<file path="config.mk">
export PLATFORM = sky130hd
export DESIGN_NAME = vga_mem_writer
export DESIGN_NICKNAME = d
export VERILOG_FILES = /design/src/rtl/vga_mem_writer.sv
export SDC_FILE = /design/constraint.sdc
export NUM_CORES = 1
export LEC_CHECK = 0
export CAP_MARGIN = 20
export CORE_ASPECT_RATIO = 2
export CORE_MARGIN = 5
export CORE_UTILIZATION = 58
export CTS_CLUSTER_DIAMETER = 50
export DETAILED_ROUTE_END_ITERATION = 16
export PLACE_DENSITY = 0.94
export SYNTH_ARGS = -nofsm -noshare
export SYNTH_HDL_FRONTEND = slang
export SYNTH_SLANG_ARGS = --single-unit
</file>
<file path="constraint.sdc">
create_clock -name clock -period 4.4 [get_ports clock]
set_input_delay 0.66 -clock clock [delete_from_list [all_inputs] [get_ports clock]]
set_output_delay 0.66 -clock clock [all_outputs]
set_load 0.02 [all_outputs]
</file>
<file path="src/rtl/vga_mem_writer.sv">
// vga_mem_writer
// Write-side port controller for the shared 1024x16 VGA glyph/score memory.
// Processor writes arrive through a valid/ready handshake and are queued in a
// small FIFO. Block-fill commands clear or paint an address range. The memory
// write port is driven one word per cycle.
//
// Optional feature macro: BLANK_ONLY_WRITE_EN
//   defined   -> writes are issued only while bright==0 (blanking interval)
//   undefined -> writes are issued every cycle and bright is ignored
//
// Ports:
//   clock, reset            rising-edge clock, synchronous active-high reset
//   req_valid/req_ready     write request handshake (req_addr, req_data)
//   fill_start              one-cycle fill strobe (fill_base, fill_count, fill_data)
//   fill_busy, fill_done    fill in progress / one-cycle completion pulse
//   bright                  active-display flag from the timing generator
//   MemEnA, MemWEnA,
//   MemAddrA, MemDataA      memory write port (all zero when no write issues)
//   fifo_level              current request FIFO occupancy
module vga_mem_writer #(
    parameter int FIFO_DEPTH = 4,
    parameter int ADDR_W     = 10,
    parameter int DATA_W     = 16
) (
    input  logic                          clock,
    input  logic                          reset,
    input  logic                          req_valid,
    output logic                          req_ready,
    input  logic [ADDR_W-1:0]             req_addr,
    input  logic [DATA_W-1:0]             req_data,
    input  logic                          fill_start,
    input  logic [ADDR_W-1:0]             fill_base,
    input  logic [ADDR_W:0]               fill_count,
    input  logic [DATA_W-1:0]             fill_data,
    output logic                          fill_busy,
    output logic                          fill_done,
    input  logic                          bright,
    output logic                          MemEnA,
    output logic                          MemWEnA,
    output logic [ADDR_W-1:0]             MemAddrA,
    output logic [DATA_W-1:0]             MemDataA,
    output logic [$clog2(FIFO_DEPTH):0]   fifo_level
);

    localparam int PTR_W = $clog2(FIFO_DEPTH);
    localparam int LVL_W = PTR_W + 1;

    typedef enum logic [1:0] {
        IDLE  = 2'd0,
        DRAIN = 2'd1,
        FILL  = 2'd2
    } state_t;

    state_t              r_state;
    state_t              w_state_next;

    // Request FIFO storage: small enough to live in registers, read
    // combinationally so a request can reach the memory the cycle after it
    // is accepted.
    logic [ADDR_W-1:0]   r_fifo_addr [FIFO_DEPTH];
    logic [DATA_W-1:0]   r_fifo_data [FIFO_DEPTH];
    logic [PTR_W-1:0]    r_wr_ptr;
    logic [PTR_W-1:0]    r_rd_ptr;
    logic [LVL_W-1:0]    r_level;
    logic [LVL_W-1:0]    w_level_next;

    // Fill descriptor
    logic                r_fill_busy;
    logic                r_fill_pending;
    logic                r_fill_done;
    logic [ADDR_W-1:0]   r_fill_addr;
    logic [ADDR_W:0]     r_fill_remaining;
    logic [DATA_W-1:0]   r_fill_data;

    logic                w_write_ok;
    logic                w_fifo_empty;
    logic                w_ready;
    logic                w_push;
    logic                w_pop;
    logic                w_fill_wr;
    logic                w_fill_last;
    logic                w_fill_accept;
    logic                w_enter_fill;

`ifdef BLANK_ONLY_WRITE_EN
    // Writes only during blanking so a glyph never tears mid-frame.
    assign w_write_ok = !bright;
`else
    logic w_unused_bright;
    assign w_unused_bright = bright;
    assign w_write_ok      = 1'b1;
`endif

    assign w_fifo_empty  = (r_level == '0);
    assign w_ready       = !reset && (r_level < LVL_W'(FIFO_DEPTH)) && !r_fill_busy;
    assign w_push        = req_valid && w_ready;
    // Queued requests drain in IDLE as well as DRAIN so a request reaches
    // the memory port the cycle after acceptance.
    assign w_pop         = !reset && (r_state != FILL) && !w_fifo_empty && w_write_ok;
    assign w_fill_wr     = !reset && (r_state == FILL) && w_write_ok;
    assign w_fill_last   = w_fill_wr && (r_fill_remaining == (ADDR_W+1)'(1));
    assign w_fill_accept = !reset && fill_start && !r_fill_busy;
    assign w_enter_fill  = (r_state != FILL) && (w_state_next == FILL);

    always_comb begin
        w_state_next = r_state;
        case (r_state)
            IDLE: begin
                if (r_fill_pending && w_fifo_empty) begin
                    w_state_next = FILL;
                end else if (!w_fifo_empty) begin
                    w_state_next = DRAIN;
                end
            end
            DRAIN: begin
                if (w_fifo_empty) begin
                    w_state_next = r_fill_pending ? FILL : IDLE;
                end
            end
            FILL: begin
                if (w_fill_last) begin
                    w_state_next = IDLE;
                end
            end
            default: w_state_next = IDLE;
        endcase
    end

    always_comb begin
        w_level_next = r_level;
        if (w_push && !w_pop) begin
            w_level_next = r_level + LVL_W'(1);
        end else if (!w_push && w_pop) begin
            w_level_next = r_level - LVL_W'(1);
        end
    end

    always_ff @(posedge clock) begin
        if (w_push) begin
            r_fifo_addr[r_wr_ptr] <= req_addr;
            r_fifo_data[r_wr_ptr] <= req_data;
        end
    end

    always_ff @(posedge clock) begin
        if (reset) begin
            r_state          <= IDLE;
            r_wr_ptr         <= '0;
            r_rd_ptr         <= '0;
            r_level          <= '0;
            r_fill_busy      <= 1'b0;
            r_fill_pending   <= 1'b0;
            r_fill_done      <= 1'b0;
            r_fill_addr      <= '0;
            r_fill_remaining <= '0;
            r_fill_data      <= '0;
        end else begin
            r_state     <= w_state_next;
            r_level     <= w_level_next;
            r_fill_done <= 1'b0;
            if (w_push) begin
                r_wr_ptr <= r_wr_ptr + PTR_W'(1);
            end
            if (w_pop) begin
                r_rd_ptr <= r_rd_ptr + PTR_W'(1);
            end
            if (w_fill_accept) begin
                if (fill_count == '0) begin
                    // Empty fill: nothing to write, complete immediately.
                    r_fill_done <= 1'b1;
                end else begin
                    r_fill_busy      <= 1'b1;
                    r_fill_pending   <= 1'b1;
                    r_fill_addr      <= fill_base;
                    r_fill_remaining <= fill_count;
                    r_fill_data      <= fill_data;
                end
            end
            if (w_enter_fill) begin
                r_fill_pending <= 1'b0;
            end
            if (w_fill_wr) begin
                // Address wraps naturally at 2^ADDR_W.
                r_fill_addr      <= r_fill_addr + ADDR_W'(1);
                r_fill_remaining <= r_fill_remaining - (ADDR_W+1)'(1);
                if (w_fill_last) begin
                    r_fill_busy <= 1'b0;
                    r_fill_done <= 1'b1;
                end
            end
        end
    end

    always_comb begin
        MemEnA   = w_pop || w_fill_wr;
        MemWEnA  = w_pop || w_fill_wr;
        MemAddrA = '0;
        MemDataA = '0;
        if (w_fill_wr) begin
            MemAddrA = r_fill_addr;
            MemDataA = r_fill_data;
        end else if (w_pop) begin
            MemAddrA = r_fifo_addr[r_rd_ptr];
            MemDataA = r_fifo_data[r_rd_ptr];
        end
    end

    // Status outputs read as zero for as long as reset is held.
    assign req_ready  = w_ready;
    assign fill_busy  = r_fill_busy && !reset;
    assign fill_done  = r_fill_done && !reset;
    assign fifo_level = reset ? '0 : r_level;

endmodule

</file>
==> flow_summary.toml <==
[run_status]
outcome = "completed"

[synth]
ys_ff_latch = 155
synth_top_area_share_pct = 48.20
syn_avg_cell_area_sq_um = 13.84
postSynthCellCount = 468
synthXorXnorAreaFrac_pct = 0.9463
syn-num-nets = 545
synth_cell_type_count = 57
ys_seq_area_share_pct = 63.96
synth_edf_count = 104
async_reset_ff_share_pct = 0
synth_simple_gate_area_share_pct = 10.14
synth_area_leaders = "edfxtp_1 48%, dfxtp_1 16%, mux4_2 9.0%, a22o_1 3.2%, a21oi_1 2.4%"
synth-compound-area-share_pct = 11.20
yosys_warnings = 0
synth_adder_area_share_pct = 1.854
synthMuxAreaShare_pct = 9.347
synth_ff_type = "edfxtp_1"
netlist_area_sq_um = 6479
synth_top_family_by_area = "compound AO/OA/AOI/OAI gates"
synth_area_leader_cell = "edfxtp_1"

[clocking]
insertion_delay_ps = 420
ctsResizeCount = 0
clockRootBuffer = "clkbuf_16"
post_cts_buffers = 0
cts_tree = "done"
path_clk_slew_ps = 70
cts_sinks = 155
cts_buffer_depth = 2
ctsHoldBuffers = 0
numCtsBuffers = 17
htree_levels = 4

[drt]
drt-initial-drc-count = 433
post_drt_wl_per_cell_um = 22.32
firstDrtPassIters = 7
via_count = 4592
route.detailed.drc = 0
drt-total-wl_um = 16030
vias_per_cell = 6.396
drtAntennaViolNets = 0

[setup_path]
r2r_end = "r_level[2]"
cp.required_ps = 3740
endpoint = "MemDataA[6]"
r2r_setup_slack_ps = 1680
cp-start-kind = "input pin"
cp_max_fo = 34
crit_start = "reset"
cp-end-kind = "output port"
r2r_start = "r_level[0]"
cp.arrival_ps = 2840
reg2regPathDepth = 9
crit_type = "input pin to output port"

[timing]
setup_ws_ps = 900.5
worst_hold_slack_ps = 460.7
finalSetupViolations = 0
rsz0062_at_grt = "false"
setup_tns_ps = 0
worst_slew_pin_slew_ps = 913.6
fin_crit_sh_pct = 79.53
maxSlewViolCount = 0
fmax_mhz = 285.8
min_period_ps = 3500
maxSlewHeadroom_pct = 39.09
fin_skew_ps = 5.680
hold_viol = 0

[power_and_ir_drop]
internal_power_mw = 2.834
power_frac_seq_pct = 43.6
max-vdd-ir-drop_uv = 403.8
switching_power_mw = 1.136
p_clk_share_pct = 36.6
pwr-share-comb_pct = 19.9
p_leak_nw = 2.747
netSwitchingFraction_pct = 28.61
power_density_nw_per_um2 = 483.7

[flow_run]
drv_cap = 0

[global_route]
grt_pass1_wl_um = 25420
grt_pass1_vias = 4761
antenna_found_initial = 0
grt_max_degree = 37
track_usage_pct = 24.54
grt.overflow.total = 0

[final_layout]
n_antenna_cell = 0
drive_gt1_share_pct = 14.01
final_nets = 642
layout_commonest_cell = "edfxtp_1"
seq_area_sq_um = 4145
layout_common_cells = "104 x edfxtp_1, 99 x clkdlybuf4s50_1, 50 x dfxtp_1, 39 x nand2_1, 31 x a21oi_1"
design_area_sq_um = 8208
multi_input_area_sq_um = 2182
num-fill-cells = 649
area_delta_synth_final_pct = 26.69

[floorplan]
die_area_sq_um = 13510
die_w_um = 84.74
rows = 54
die_height_um = 159.5
coreArea_sq_um = 10950
ios = 102
initial_core_util_pct = 59.19

[placed_design]
dp_hpwl_um = 10740
place_area_sq_um = 7604
gp_congestion = 0.9196
port_buffers = 100
dpl_worst_slack_ps = 951.5

[worst_hold_path]
min_path_cells = 2
hold_path.class = "register to register"
==> power by group through the flow <==
stage | clock network, mW | logic (mW) | registers [mW]
floorplan | 0 | 0.504 | 1.70
detailed placement | 0 | 0.769 | 1.76
global placement | 0 | 0.737 | 1.75
CTS | 1.48 | 0.781 | 1.73
global route | 1.54 | 0.828 | 1.74
finish | 1.45 | 0.788 | 1.73
==> registers in the layout, indices dropped and copies added, names as in the netlist, named ones only <==
| signal | flops |
|---|---|
| r_fifo_addr | 40 |
| r_fifo_data | 64 |
| r_fill_addr | 10 |
| r_fill_busy | 1 |
| r_fill_data | 16 |
| r_fill_done | 1 |
| r_fill_pending | 1 |
| r_fill_remaining | 11 |
| r_level | 3 |
| r_rd_ptr | 2 |
| r_state | 2 |
| r_wr_ptr | 2 |
==> final cells by class <==
class                      count  share of cell area (%)
clock buffer                  17                   5.183
clock inverter                15                   2.180
inverter                       8                  0.3659
multi-input combinational    273                   26.59
sequential                   155                   50.50
tap                          140                   2.134
timing repair buffer         110                   13.05
==> how the worst min path moves through the flow <==
stage                               start              end  slack [ps]
after floorplan            r_fill_data[0]   r_fill_data[0]         440
after global placement     r_fill_data[0]   r_fill_data[0]         440
after detailed placement   r_fill_data[8]   r_fill_data[8]         460
after CTS                  r_fill_data[8]   r_fill_data[8]         470
after global routing      r_fill_data[14]  r_fill_data[14]         480
final                      r_fill_data[8]   r_fill_data[8]         460
==> Yosys cell counts, drive strengths merged (5+ instances only) <==
cell    number
nor3        17
a21oi       31
nand2       39
dfxtp       51
a22o        24
and3         7
nor2        17
nor2b        7
edfxtp     104
a211oi       6
o21ai        7
o211ai       5
clkbuf      21
ha           8
buf         11
mux4        26
inv          8
a31oi        6
nand3       11
==> per-layer routing <==
layer,up-vias,track usage [%],share of wire [%]
li1,2015,-,-
met1,2218,28.43,35
met2,277,40.19,52
met3,82,5.852,6.9
met4,0,15.71,5.9
met5,-,0,0
==> through the flow <==
step | utilization, % | power, mW | cells
2_1_floorplan | - | 2.203 | 468
3_3_place_gp | 69.47 | 2.488 | 686
3_5_place_dp | 69.47 | 2.528 | 686
4_1_cts | 74.99 | 3.987 | 718
5_1_grt | 74.99 | 4.109 | 718
6_report | 74.99 | 3.970 | 718
==> critical path, stage by stage <==
cell and delay, ps:
buf_2 330, nor3b_4 540, buf_4 430, a22o_1 240
clkdlybuf4s50_1 620
==> cells by family (layout without fill, tap and decap cells) <==
logic type | after synthesis | after routing
XOR/XNOR | 7 | 7
AND/OR/NAND/NOR | 127 | 127
buffers and inverters | 40 | 150
multiplexers | 28 | 28
flip-flops | 155 | 155
AO/OA/AOI/OAI | 102 | 102
adder cells (fa/ha/maj) | 9 | 9
Note: power is estimated with default switching activity, not from simulation.
